--- src/rtl/processor_pin_entrada.sv ---
// -----------------------------------------------------------------------------
// processor_pin_entrada
//
// Avalon-MM slave input PIO, the read-side counterpart of the processor's
// output pin port. External pins are brought into the clk domain through a
// synchronizer, presented in a data register, edge-detected into a per-bit
// sticky edge-capture register and combined with a mask into a level irq.
//
// Parameters
//   WIDTH        number of input pins (1..32)
//   SYNC_STAGES  synchronizer flops per pin (>= 2)
//   EDGE_TYPE    capture edge: 0 = rising, 1 = falling, 2 = any
//   DEB_CYCLES   stable-cycle count for the debouncer (>= 2), only used when
//                PIN_ENTRADA_DEBOUNCE_EN is defined
//
// Optional feature
//   `define PIN_ENTRADA_DEBOUNCE_EN adds a per-bit debounce filter between the
//   synchronizer and the data register. Without it the synchronized pins are
//   used directly.
//
// Ports
//   clk         in   1      system clock
//   reset       in   1      asynchronous active-high reset
//   address     in   2      word address (0 data, 1 reserved, 2 irq_mask,
//                           3 edge_capture)
//   chipselect  in   1      slave select
//   write_n     in   1      active-low write strobe
//   writedata   in   32     write data (bits above WIDTH-1 ignored)
//   in_port     in   WIDTH  external pins, asynchronous to clk
//   readdata    out  32     read data, registered, read latency 1
//   irq         out  1      level interrupt, active-high
// -----------------------------------------------------------------------------
module processor_pin_entrada #(
  parameter int WIDTH       = 3,
  parameter int SYNC_STAGES = 2,
  parameter int EDGE_TYPE   = 0,
  parameter int DEB_CYCLES  = 16
) (
  input  logic             clk,
  input  logic             reset,
  input  logic [1:0]       address,
  input  logic             chipselect,
  input  logic             write_n,
  input  logic [31:0]      writedata,
  input  logic [WIDTH-1:0] in_port,
  output logic [31:0]      readdata,
  output logic             irq
);

  // Register map
  localparam logic [1:0] ADDR_DATA = 2'd0;
  localparam logic [1:0] ADDR_RSVD = 2'd1;
  localparam logic [1:0] ADDR_MASK = 2'd2;
  localparam logic [1:0] ADDR_EDGE = 2'd3;

  // Edge selection encodings
  localparam int EDGE_RISE = 0;
  localparam int EDGE_FALL = 1;
  localparam int EDGE_ANY  = 2;

  // Reject illegal configurations at elaboration time.
  if (WIDTH < 1 || WIDTH > 32 || SYNC_STAGES < 2 ||
      EDGE_TYPE < 0 || EDGE_TYPE > 2 || DEB_CYCLES < 2) begin : g_bad_param
    $error("processor_pin_entrada: illegal parameter combination");
  end

  // ---------------------------------------------------------------------------
  // Bus decode
  // ---------------------------------------------------------------------------
  logic wr_en;
  assign wr_en = chipselect & ~write_n;

  // Upper writedata bits are architecturally ignored.
  logic unused_wdata;
  assign unused_wdata = ^writedata;

  // ---------------------------------------------------------------------------
  // Synchronizer
  // ---------------------------------------------------------------------------
  logic [WIDTH-1:0] sync_q [SYNC_STAGES];
  logic [WIDTH-1:0] synced;

  // NOTE: the synchronizer array is a handful of flops, not a RAM, and its
  // contents are visible through the data register, so every stage is reset;
  // a RAM-style array would normally be left unreset.
  // NOTE: sequential state uses non-blocking assignments so every stage
  // samples the pre-edge value of its predecessor; blocking assignments here
  // would collapse the chain into a single flop.
  always_ff @(posedge clk or posedge reset) begin
    if (reset) begin
      for (int i = 0; i < SYNC_STAGES; i++) begin
        sync_q[i] <= '0;
      end
    end else begin
      sync_q[0] <= in_port;
      for (int i = 1; i < SYNC_STAGES; i++) begin
        sync_q[i] <= sync_q[i-1];
      end
    end
  end

  assign synced = sync_q[SYNC_STAGES-1];

  // ---------------------------------------------------------------------------
  // Sampled value (optionally debounced)
  // ---------------------------------------------------------------------------
  logic [WIDTH-1:0] sampled;

`ifdef PIN_ENTRADA_DEBOUNCE_EN
  localparam int CNT_W = $clog2(DEB_CYCLES);
  localparam logic [CNT_W-1:0] CNT_LAST = CNT_W'(DEB_CYCLES - 1);

  logic [WIDTH-1:0] sampled_q;
  logic [CNT_W-1:0] deb_cnt_q [WIDTH];

  // A bit follows the synchronized pin only once the pin has disagreed with it
  // for DEB_CYCLES consecutive cycles; any cycle of agreement restarts the
  // count, so shorter glitches never propagate.
  always_ff @(posedge clk or posedge reset) begin
    if (reset) begin
      sampled_q <= '0;
      for (int i = 0; i < WIDTH; i++) begin
        deb_cnt_q[i] <= '0;
      end
    end else begin
      for (int i = 0; i < WIDTH; i++) begin
        if (synced[i] == sampled_q[i]) begin
          deb_cnt_q[i] <= '0;
        end else if (deb_cnt_q[i] == CNT_LAST) begin
          deb_cnt_q[i] <= '0;
          sampled_q[i] <= synced[i];
        end else begin
          deb_cnt_q[i] <= deb_cnt_q[i] + 1'b1;
        end
      end
    end
  end

  assign sampled = sampled_q;
`else
  assign sampled = synced;
`endif

  // ---------------------------------------------------------------------------
  // Edge detection and capture
  // ---------------------------------------------------------------------------
  logic [WIDTH-1:0] prev_q;
  logic [WIDTH-1:0] edge_hit;
  logic [WIDTH-1:0] edge_clr;
  logic [WIDTH-1:0] edge_capture_q;
  logic [WIDTH-1:0] edge_capture_d;
  logic [WIDTH-1:0] irq_mask_q;

  // NOTE: every always_comb output gets a default before any branch so no
  // path leaves it unassigned, which would otherwise infer a latch.
  always_comb begin
    edge_hit = '0;
    case (EDGE_TYPE)
      EDGE_RISE: edge_hit = sampled & ~prev_q;
      EDGE_FALL: edge_hit = ~sampled & prev_q;
      EDGE_ANY:  edge_hit = sampled ^ prev_q;
      default:   edge_hit = sampled & ~prev_q;
    endcase
  end

  assign edge_clr = (wr_en && address == ADDR_EDGE) ? writedata[WIDTH-1:0] : '0;

  // Set is applied after clear so an edge arriving on the same cycle as a
  // software clear of that bit is kept rather than lost.
  assign edge_capture_d = (edge_capture_q & ~edge_clr) | edge_hit;

  always_ff @(posedge clk or posedge reset) begin
    if (reset) begin
      prev_q         <= '0;
      edge_capture_q <= '0;
      irq_mask_q     <= '0;
    end else begin
      prev_q         <= sampled;
      edge_capture_q <= edge_capture_d;
      if (wr_en && address == ADDR_MASK) begin
        irq_mask_q <= writedata[WIDTH-1:0];
      end
    end
  end

  // Level interrupt straight from registers: rises with the capture bit and
  // drops as soon as either the capture bit or its mask bit is cleared.
  assign irq = |(edge_capture_q & irq_mask_q);

  // ---------------------------------------------------------------------------
  // Read path: registered every cycle regardless of chipselect/write_n
  // ---------------------------------------------------------------------------
  logic [31:0] readdata_d;
  logic [31:0] readdata_q;

  always_comb begin
    readdata_d = '0;
    case (address)
      ADDR_DATA: readdata_d = 32'(sampled);
      ADDR_RSVD: readdata_d = '0;
      ADDR_MASK: readdata_d = 32'(irq_mask_q);
      ADDR_EDGE: readdata_d = 32'(edge_capture_q);
      default:   readdata_d = '0;
    endcase
  end

  always_ff @(posedge clk or posedge reset) begin
    if (reset) begin
      readdata_q <= '0;
    end else begin
      readdata_q <= readdata_d;
    end
  end

  assign readdata = readdata_q;

endmodule

--- config.mk ---
export PLATFORM = sky130hd
export DESIGN_NAME = processor_pin_entrada
export DESIGN_NICKNAME = d
export VERILOG_FILES = /design/src/rtl/processor_pin_entrada.sv
export SDC_FILE = /design/constraint.sdc
export NUM_CORES = 1
export LEC_CHECK = 0
export BUFFER_PORTS_ARGS = -buffer_cell sky130_fd_sc_hd__clkbuf_2
export CAP_MARGIN = 20
export CORE_UTILIZATION = 35
export CTS_BUF_LIST = sky130_fd_sc_hd__clkbuf_16
export DETAILED_ROUTE_END_ITERATION = 8
export PLACE_DENSITY_LB_ADDON = 0.1
export SLEW_MARGIN = 5
export SYNTH_ARGS = -nofsm -noshare
export SYNTH_HDL_FRONTEND = slang
export SYNTH_SLANG_ARGS = --single-unit
--- constraint.sdc ---
create_clock -name clk -period 1.5 [get_ports clk]
set_input_delay 0.3 -clock clk [delete_from_list [all_inputs] [get_ports clk]]
set_output_delay 0.3 -clock clk [all_outputs]
set_load 0.02 [all_outputs]
# == Word level (Yosys, flattened, before mapping) ==
# Cells that the tools add are included.
# op_classes
eq_ne,3
muxes,2
bitwise,8
n_reduce_logical,4
# ops
op,count
case mux 32 bit (4 select lines),1
AND 3 bit,3
inverter 3 bit,2
"== test 2 bit, second input constant",2
two-way mux 3 bit,1
OR 3 bit,1
OR reduction 3 bit,1
"== test 2 x 1 -> 1 bit, second input constant",1
logical AND 1 bit,2
zero test 2 bit,1
AND 1 bit,1
inverter 1 bit,1
# word_totals
regBits,47
in_bits,41
out_inout_bits,33
wordCells,23

# == Logic depth before layout (Yosys ltp) ==
# Gate-level depths: netlist of run 1.
# logic_depth
word_depth,7
depth_mapped,2
ltp_nobuf,2

# == Least setup slack after synthesis of run 1 ==
# OpenSTA, ideal clock, no wires.
# synth_path
path_type,register -> output
from,reg irq_mask_q[2]
to,out irq
arrival_time_ns,0.833
required_time_ns,1.200
slack_ns,0.367
path_stages_with_launch,3
cell_sequence,dfrtp_1 > a222oi_1 > inv_1
# synth_between
elab_chain_cells,2
# synth_lines
item,line_no,rtl
start: declaration,152,logic [WIDTH-1:0] irq_mask_q;
start signal: assignment,181,irq_mask_q <= writedata[WIDTH-1:0];
AND 3 bit,188,assign irq = |(edge_capture_q & irq_mask_q);
OR reduction 3 bit,188,
end: declaration,47,output logic irq
# No other way between the ends.

# == Final worst setup path of run 1 ==
# layout_path
from,reg edge_capture_q[2]
to,out irq
# layout_between
elab_chain_cells,2
# layout_lines
item,line_no,rtl
start: declaration,150,logic [WIDTH-1:0] edge_capture_q;
start signal: assignment,179,edge_capture_q <= edge_capture_d;
AND 3 bit,188,
OR reduction 3 bit,188,
# No other way between the ends.

==> results.md, run 1 <==
- Fin nets: 136
- Gpl congestion: 0.688
- Crit path launch type: register
- Clock Skew: 2.03 ps
- Worst setup path end: irq
- Num ports: 74
- Width of the chip: 52.5 um
- Core area: between 2000 and 2500 um^2
- Postcts setup bufs: 0
- DRC: 0
- Top cells by count, synth: 29 x buf_4, 18 x dfrtp_1, 8 x inv_1
- CP max FO: 4
- TritonCTS Buffers: 3
- Leakage power: 0.527 nW
- IO buf count: 15
- Required @ worst endpoint: 1200 ps
- Total Power: 1.26 mW
- H-Tree Level Count: 1
- CTS tree: done
- Critical Path AT: 1190 ps
- Number of setup violations in the final report: 0
- Later-pin clock latency in the skew report: ~240 ps
- RSZ-0062 raised after global routing: yes
- Most frequent cell after synthesis: buf_4
- CP max-delay cell: dfrtp_1
- Critical Path, Cell by Cell: a222oi_1 > inv_1 > buf_2
- Row count: 17
- Detailed-route via count: about 500
- Clock transition at path regs: 50 ps
- Share of cells above drive strength 1: between 20% and 30%
- CP Launch Point: edge_capture_q[2]
- RR Startpoint: edge_capture_q[2]
- Nature of the critical path endpoint: output pin
- Drt pass-1 iters: 4
- CTS max path bufs: 2
- Reg-to-reg endpoint: readdata[2]
- Tcrit/Tclk final: between 90% and 100%
- Synthesized instance count: between 70 and 80
- Setup TNS: 0 ps
- Final Cell Area: around 980 um^2
- Starting density of the core: 38.8%
- HP Class: in -> async
- Number of global-route vias before repair: 426
- Ant diodes: 0
- Clk root buf: clkbuf_16
- Drt wl/cell: 8.83 um
- Most used DFF post-synth: dfrtp_1
- CTS resizes: 0
- Outcome: completed
- Clock sink count: 18
- Detail Route Antenna Nets: 0
- Post-placement cell area: 897 um^2
- Post-DP HPWL: 884 um
- Fmax: 673 MHz
- Grt ovf: 0
- Hold Buf Count CTS: 0
- Final Critical Period: 1490 ps
- CP max stage delay: 400 ps
- Hold Vio Cnt, Final: 0
- First-pass GRT wire length: around 1900 um
- Vias per inst: 4.00
- Initial antenna violation count: 0
- Post-synthesis sequential area ratio: 50.5%
- Overall die height: about 52 um
- Routed wire length: 1080 um
- Synth top area cells: dfrtp_1 50%, buf_4 24%, mux2_4 5.0%, mux2_2 3.8%, inv_1 3.4%
- Share of the synthesized area in the top cell type: 50.5%
- Count of pins over their slew limit: 0
- Largest area contributor in the netlist: dfrtp_1
- R2r setup slk: 480 ps
- Pin count of the biggest net entering global routing: 19
- R2R cell count: 2
- Tot GR Track Use: under 10%
- Kind of critical path: reg -> out
- Pwr dens: 1290 nW/um^2
- Yosys cell types: 13
- VDD IR max: 1.25 mV
- Yosys warnings: 0
- Die Area: 2750 um^2
- EDFF count, synth: 0
- Synth Register Bits: 18
- Cell Area, Synth: roughly 900 um^2
- Area delta synth->final: 9.40%
- Max-cap violation count: 0
- FFs w/ async S/R, synth: 100%
- Mean post-synth cell area: 11.9 um^2
- DRT iter0 DRCs: 9
## metal layers
layer | up-vias | part of all wire (%) | global-route usage [%]
met2 | 31 | 47 | 15.4
li1 | 229 | - | -
met5 | - | 0 | 0
met4 | 0 | 0 | 0
met3 | 0 | 7.6 | 4.35
met1 | 228 | 45 | 11.8
## cell families after synthesis
family                 share of synthesized area, %
buffers and inverters                          27.8
and+or+nand+nor                                5.47
other                                         0.420
AOI/OAI and AO/OA                              7.01
muxes                                          8.84
DFF                                            50.5
## critical path: cells and delay by family, from the launching register on
family,cells,cell delay [ps]
buffers and inverters,2,220
AO/OA/AOI/OAI,1,320
flip-flops,1,400
## layout make-up
| cell class | instances | area (um^2) |
|---|---|---|
| sequential | 18 | 450 |
| fill | 229 | 1320 |
| clock inverter | 1 | 3.75 |
| tap | 28 | 35.0 |
| multi-input combinational | 48 | 299 |
| inverter | 8 | 30.0 |
| clock buffer | 3 | 75.1 |
| timing repair buffer | 16 | 82.6 |
## power by group
part | switching, mW | leakage (nW) | internal (mW)
logic | 0.125 | 0.284 | 0.0741
clock network | 0.159 | 0.0385 | 0.353
registers | 0.0241 | 0.204 | 0.528
## worst min-delay path by stage
stage	startpoint	to	slack, ps	cells after the start
global placement	reset	sync_q[3]	310	3
CTS	reset	sync_q[3]	50	3
global route	reset	prev_q[0]	90	3
detailed placement	reset	sync_q[3]	310	3
finish	reset	sampled[0]	40	3
floorplan	reset	edge_capture_q[0]	240	1
## cells in the final DEF (no fill, tap or decap)
master	instances
nor2_1	1
buf_2	1
mux2_2	3
o221ai_1	3
clkbuf_16	3
clkinv_1	1
inv_1	8
clkbuf_2	14
a222oi_1	1
and4b_1	1
conb_1	29
nand2b_1	3
mux2_4	3
a22o_1	3
and4bb_4	1
buf_4	1
dfrtp_1	18
## flip-flops by register name, summed over array words and instances (netlist names)
| register | count |
|---|---|
| sampled | 3 |
| prev_q | 3 |
| edge_capture_q | 3 |
| readdata | 3 |
| irq_mask_q | 3 |
| sync_q | 3 |
## through the flow
stage | worst slack, ps | cells | utilization [%] | hold slack, ps
after global routing | -52.8 | 122 | 42.5 | 85.1
after CTS | -10.9 | 122 | 42.5 | 46.6
after detailed placement | 239 | 118 | 39.1 | 308
final | 14.4 | 122 | 42.5 | 38.3
after global placement | 229 | 118 | 39.1 | 307
after floorplan | 367 | 103 | - | 239
Note: power is estimated with default switching activity, not from simulation.
==> run 2, diff against run 1 <==
RECOVER_POWER = 100   (was not set)
==> results.md, run 2 (same netlist as run 1, synthesis figures left out) <==
- Outcome: completed
- Tcrit/Tclk final: 99.0% (about the same)
- Crit path launch type: register
- Tot GR Track Use: 9.32% (unchanged)
- Clock sink count: 18 (unchanged)
- Later-pin clock latency in the skew report: 240 ps (about the same)
- CTS max path bufs: 2 (unchanged)
- Die Area: 2750 um^2 (unchanged)
- Pin count of the biggest net entering global routing: 19 (unchanged)
- Kind of critical path: reg -> out
- R2R cell count: 2 (unchanged)
- Reg-to-reg endpoint: readdata[2]
- Detail Route Antenna Nets: 0 (unchanged)
- Critical Path, Cell by Cell: a222oi_1 > inv_1 > buf_2
- Ant diodes: 0 (unchanged)
- Hold Vio Cnt, Final: 0 (unchanged)
- Drt wl/cell: 8.79 um (-0.46%)
- DP Cell Count: 118 (unchanged)
- Num ports: 74 (unchanged)
- Nature of the critical path endpoint: output pin
- Clock transition at path regs: 50 ps (about the same)
- Vias per inst: 3.98 (-0.61%)
- CTS tree: done
- Starting density of the core: 38.8% (unchanged)
- Gpl congestion: 0.688 (unchanged)
- Drt pass-1 iters: 4 (unchanged)
- Count of pins over their slew limit: 0 (unchanged)
- CP max stage delay: 400 ps (about the same)
- Most frequent cells in the layout: 29 x conb_1, 18 x dfrtp_1, 10 x clkbuf_2
- Worst hold start: in_port[2]
- Row count: 17 (unchanged)
- Area delta synth->final: 7.57%
- Overall die height: 52.5 um (unchanged)
- Leakage power: 0.510 nW (-3.1%)
- # fillers: 236 (+3.1%)
- Required @ worst endpoint: 1200 ps (about the same)
- Fin nets: 136 (unchanged)
- WHS: 160 ps (+122 ps)
- Relative slew slack: 38.9%
- TritonCTS Buffers: 3 (unchanged)
- Grt ovf: 0 (unchanged)
- DRC: 0 (unchanged)
- HP Class: in -> reg
- Hold Path End: sync_q[5]
- R2r setup slk: 480 ps (about the same)
- Multi-input logic area: 292 um^2 (-2.5%)
- Post-DP HPWL: 884 um (unchanged)
- Pwr dens: 1310 nW/um^2 (+0.87%)
- Detailed-route via count: 485 (-0.61%)
- Number of global-route vias before repair: 426 (unchanged)
- Clock Skew: 2.12 ps (+0.0842 ps)
- Slew at the pin closest to its max-slew limit: 916 ps
- Most common cell after layout, fill and taps aside: conb_1
- Share of cells above drive strength 1: 20.2% (-7.4 points)
- CP max-delay cell: dfrtp_1
- Critical Path AT: 1190 ps (about the same)
- IO buf count: 15 (unchanged)
- RR Startpoint: edge_capture_q[2]
- Number of setup violations in the final report: 0 (unchanged)
- Fin cells: 122 (unchanged)
- Register Area: 450 um^2 (unchanged)
- Clk root buf: clkbuf_16
- Initial antenna violation count: 0 (unchanged)
- CP max FO: 4 (unchanged)
- First-pass GRT wire length: 1880 um (unchanged)
- Final Critical Period: 1490 ps (-0.103 ps)
- CTS resizes: 0 (unchanged)
- VDD IR max: 1.25 mV (about the same)
- Routed wire length: 1070 um (-0.46%)
- RSZ-0062 raised after global routing: yes
- Max-cap violation count: 0 (unchanged)
- Core area: 2300 um^2 (unchanged)
- Hold Buf Count CTS: 0 (unchanged)
- H-Tree Level Count: 1 (unchanged)
- Postcts setup bufs: 0 (unchanged)
- Worst hold stages: 1
- DRT iter0 DRCs: 9 (unchanged)
- Fmax: 673 MHz (about the same)
- Width of the chip: 52.5 um (unchanged)
[run 2: stage by stage]
| stage | utilization (%) | area [um^2] | setup TNS (ps) | setup slack (ps) | total power [mW] |
|---|---|---|---|---|---|
| floorplan | - | 997 | 0 | 367 | 0.767 |
| global placement | 39.1 | 897 | 0 | 229 | 0.761 |
| detailed placement | 39.1 | 897 | 0 | 239 | 0.761 |
| CTS | 42.5 | 976 | -10.9 | -10.9 | 1.29 |
| global route | 41.8 | 960 | -52.8 | -52.8 | 1.32 |
| finish | 41.8 | 960 | 0 | 14.5 | 1.25 |
[run 2: per-layer routing]
layer | vias to the layer above | track usage (%) | routed length (um)
li1 | 228 | - | -
met1 | 226 | 11.8 | 487
met2 | 31 | 15.4 | 497
met3 | 0 | 4.35 | 86
met4 | 0 | 0 | 0
met5 | - | 0 | 0
[run 2: report_power, final]
part | internal (mW) | switching (mW)
combinational | 0.0646 | 0.124
sequential | 0.528 | 0.0236
clock | 0.353 | 0.160
[run 2: area by class of cell]
type	instances	area share [%]
Tap cell	28	3.65
Timing Repair Buffer	16	7.69
Clock inverter	1	0.391
Sequential cell	18	46.9
Clock buffer	3	7.82
Inverter	8	3.13
Multi-Input combinational cell	48	30.4
[run 2: how the worst max path moves through the flow]
stage / from / end / slack, ps / cells after the start
global route: irq_mask_q[2] / irq / -50 / 3
global placement: address[0] / irq_mask_q[1] / 230 / 3
finish: edge_capture_q[2] / irq / 10 / 3
CTS: irq_mask_q[2] / irq / -10 / 3
floorplan: irq_mask_q[2] / irq / 370 / 2
detailed placement: address[0] / irq_mask_q[1] / 240 / 3
[run 2: critical path, delay by kind of cell, from the launching register on]
| kind | cells | cell delay [ps] |
|---|---|---|
| DFF | 1 | 400 |
| AOI/OAI and AO/OA | 1 | 320 |
| buffers and inverters | 2 | 220 |
==> run 3, diff against run 2 <==
REMOVE_ABC_BUFFERS = 1   (was not set)
==> results.md, run 3 (same netlist as run 1, synthesis figures left out) <==
- Nature of the critical path endpoint: output pin
- Area delta synth->final: 9.40%
- Num ports: 74 (unchanged)
- Gpl congestion: 0.713 (+3.5%)
- Later-pin clock latency in the skew report: 240 ps (about the same)
- Required @ worst endpoint: 1200 ps (about the same)
- CTS max path bufs: 2 (unchanged)
- Failing checks: setup timing
- Kind of critical path: reg -> out
- Count of pins over their slew limit: 0 (unchanged)
- Crit path launch type: register
- Pin count of the biggest net entering global routing: 19 (unchanged)
- Clock share of power: 40.6% (-0.3 points)
- Psw: 0.310 mW (+0.89%)
- Routed wire length: 1200 um (+12%)
- Row count: 17 (unchanged)
- GR Util met2: 15.4% (unchanged)
- Comb pwr share: 15.7% (+0.6 points)
- RSZ-0062 raised after global routing: yes
- Max-cap violation count: 0 (unchanged)
- Width of the chip: 52.5 um (unchanged)
- Most Crowded Layer GR: met2
- HP Class: in -> reg
- Tcrit/Tclk final: 102% (+2.7 points)
- M1 GR Usage: 12.8% (+1.0 points)
- Relative slew slack: 37.2% (-1.7 points)
- Most frequent cells in the layout: 29 x conb_1, 18 x dfrtp_1, 10 x clkbuf_2
- Clock Skew: 1.98 ps (-0.135 ps)
- Number of global-route vias before repair: 450 (+5.6%)
- DRC: 0 (unchanged)
- Die Area: 2750 um^2 (unchanged)
- Overall die height: 52.5 um (unchanged)
- Drt pass-1 iters: 4 (unchanged)
- CP max FO: 2 (-2)
- Clk root buf: clkbuf_16
- Hold Vio Cnt, Final: 0 (unchanged)
- VDD IR max: 1.18 mV (-5.6%)
- Clock transition at path regs: 50 ps (about the same)
- Sw Ratio: 24.6% (+0.053 points)
- Final worst setup slack: -25.9 ps (-40.4 ps)
- DRT iter0 DRCs: 11 (+2)
- Starting density of the core: 38.8% (unchanged)
- Critical Path AT: 1230 ps (+40 ps)
- Fin cells: 124 (+1.6%)
- TritonCTS Buffers: 3 (unchanged)
- DP Cell Count: 118 (unchanged)
- Multi-input logic area: 288 um^2 (-1.3%)
- Fin nets: 138 (+1.5%)
- CTS tree: done
- Outcome: complete, but fails checks
- IO buf count: 15 (unchanged)
- Drt wl/cell: 9.67 um (+10%)
- Ant diodes: 0 (unchanged)
- P_int: 0.951 mW (+0.60%)
- Register Area: 450 um^2 (unchanged)
- Slew at the pin closest to its max-slew limit: 942 ps (+25.8 ps)
- Reg power frac: 43.6% (-0.4 points)
- Grt ovf: 0 (unchanged)
- Vias per inst: 3.97 (-0.19%)
- Number of setup violations in the final report: 1 (+1)
- First-pass GRT wire length: 1950 um (+4.1%)
- H-Tree Level Count: 1 (unchanged)
- Leakage power: 0.518 nW (+1.4%)
- Pwr dens: 1290 nW/um^2 (-1.0%)
- Post-placement cell area: 897 um^2 (unchanged)
- Initial antenna violation count: 0 (unchanged)
- Share of cells above drive strength 1: 19.8% (-0.42 points)
- Final Critical Period: 1530 ps (+40.4 ps)
- Core area: 2300 um^2 (unchanged)
- Detailed-route via count: 492 (+1.4%)
- Met3 Resource Use GR: 5.22% (+0.87 points)
- Final Cell Area: 976 um^2 (+1.7%)
- Tot GR Track Use: 10.4% (+1.1 points)
- # fillers: 245 (+3.8%)
- Detail Route Antenna Nets: 0 (unchanged)
- Fmax: 655 MHz (-2.6%)
- Clock sink count: 18 (unchanged)
- Most common cell after layout, fill and taps aside: conb_1
run 3: power by group through the flow:
stage | Clock [mW] | Sequential (mW) | Combinational [mW]
after floorplan | 0 | 0.565 | 0.144
after global placement | 0 | 0.559 | 0.200
after detailed placement | 0 | 0.560 | 0.201
after CTS | 0.531 | 0.551 | 0.214
after global routing | 0.557 | 0.555 | 0.217
final | 0.513 | 0.550 | 0.198
run 3: critical path, cell delays in order, from the launching register on:
cell      delay (ps)
dfrtp_1          380
a222oi_1         360
inv_1             90
clkbuf_8         160
run 3: metrics by stage:
stage,setup slack (ps),TNS [ps],hold slack [ps],total power [mW],util [%]
floorplan,367,0,239,0.709,-
global placement,233,0,306,0.760,39.1
detailed placement,244,0,306,0.761,39.1
CTS,-20.1,-20.1,44.1,1.30,43.5
global route,-67.9,-67.9,150,1.33,42.5
finish,-25.9,-25.9,162,1.26,42.5
run 3: path summary, 6_finish.rpt:
check	startpoint	end	slack, ps	cells after the start
hold reg to reg	sync_q[4]	sampled[1]	350	0
setup reg to reg	edge_capture_q[2]	readdata[2]	400	3
min in group asynchronous	reset	irq_mask_q[1]	300	3
max in group asynchronous	reset	prev_q[1]	620	3
setup / recovery	edge_capture_q[2]	irq	-30	3
hold / removal	in_port[1]	sync_q[4]	160	1
run 3: area by class of cell:
| cell class | instances | share of cell area, % |
|---|---|---|
| Inverter | 8 | 3.08 |
| Timing Repair Buffer | 18 | 9.62 |
| Tap cell | 28 | 3.59 |
| Clock inverter | 1 | 0.385 |
| Clock buffer | 3 | 7.69 |
| Multi-Input combinational cell | 48 | 29.5 |
| Sequential cell | 18 | 46.2 |
run 3: layer usage:
metal	part of all wire, %	wire, um	up-vias
met5	0	0	-
met4	0.75	9	0
met3	11	130	2
li1	-	-	230
met1	42	498	226
met2	47	561	34
run 3: what timing repair did:
action	4_1_cts	5_1_grt
hold buffers	0	0
setup endpoints to repair	1	1
pin swaps	1	0
buffers inserted	2	0
gates resized for setup	1	0
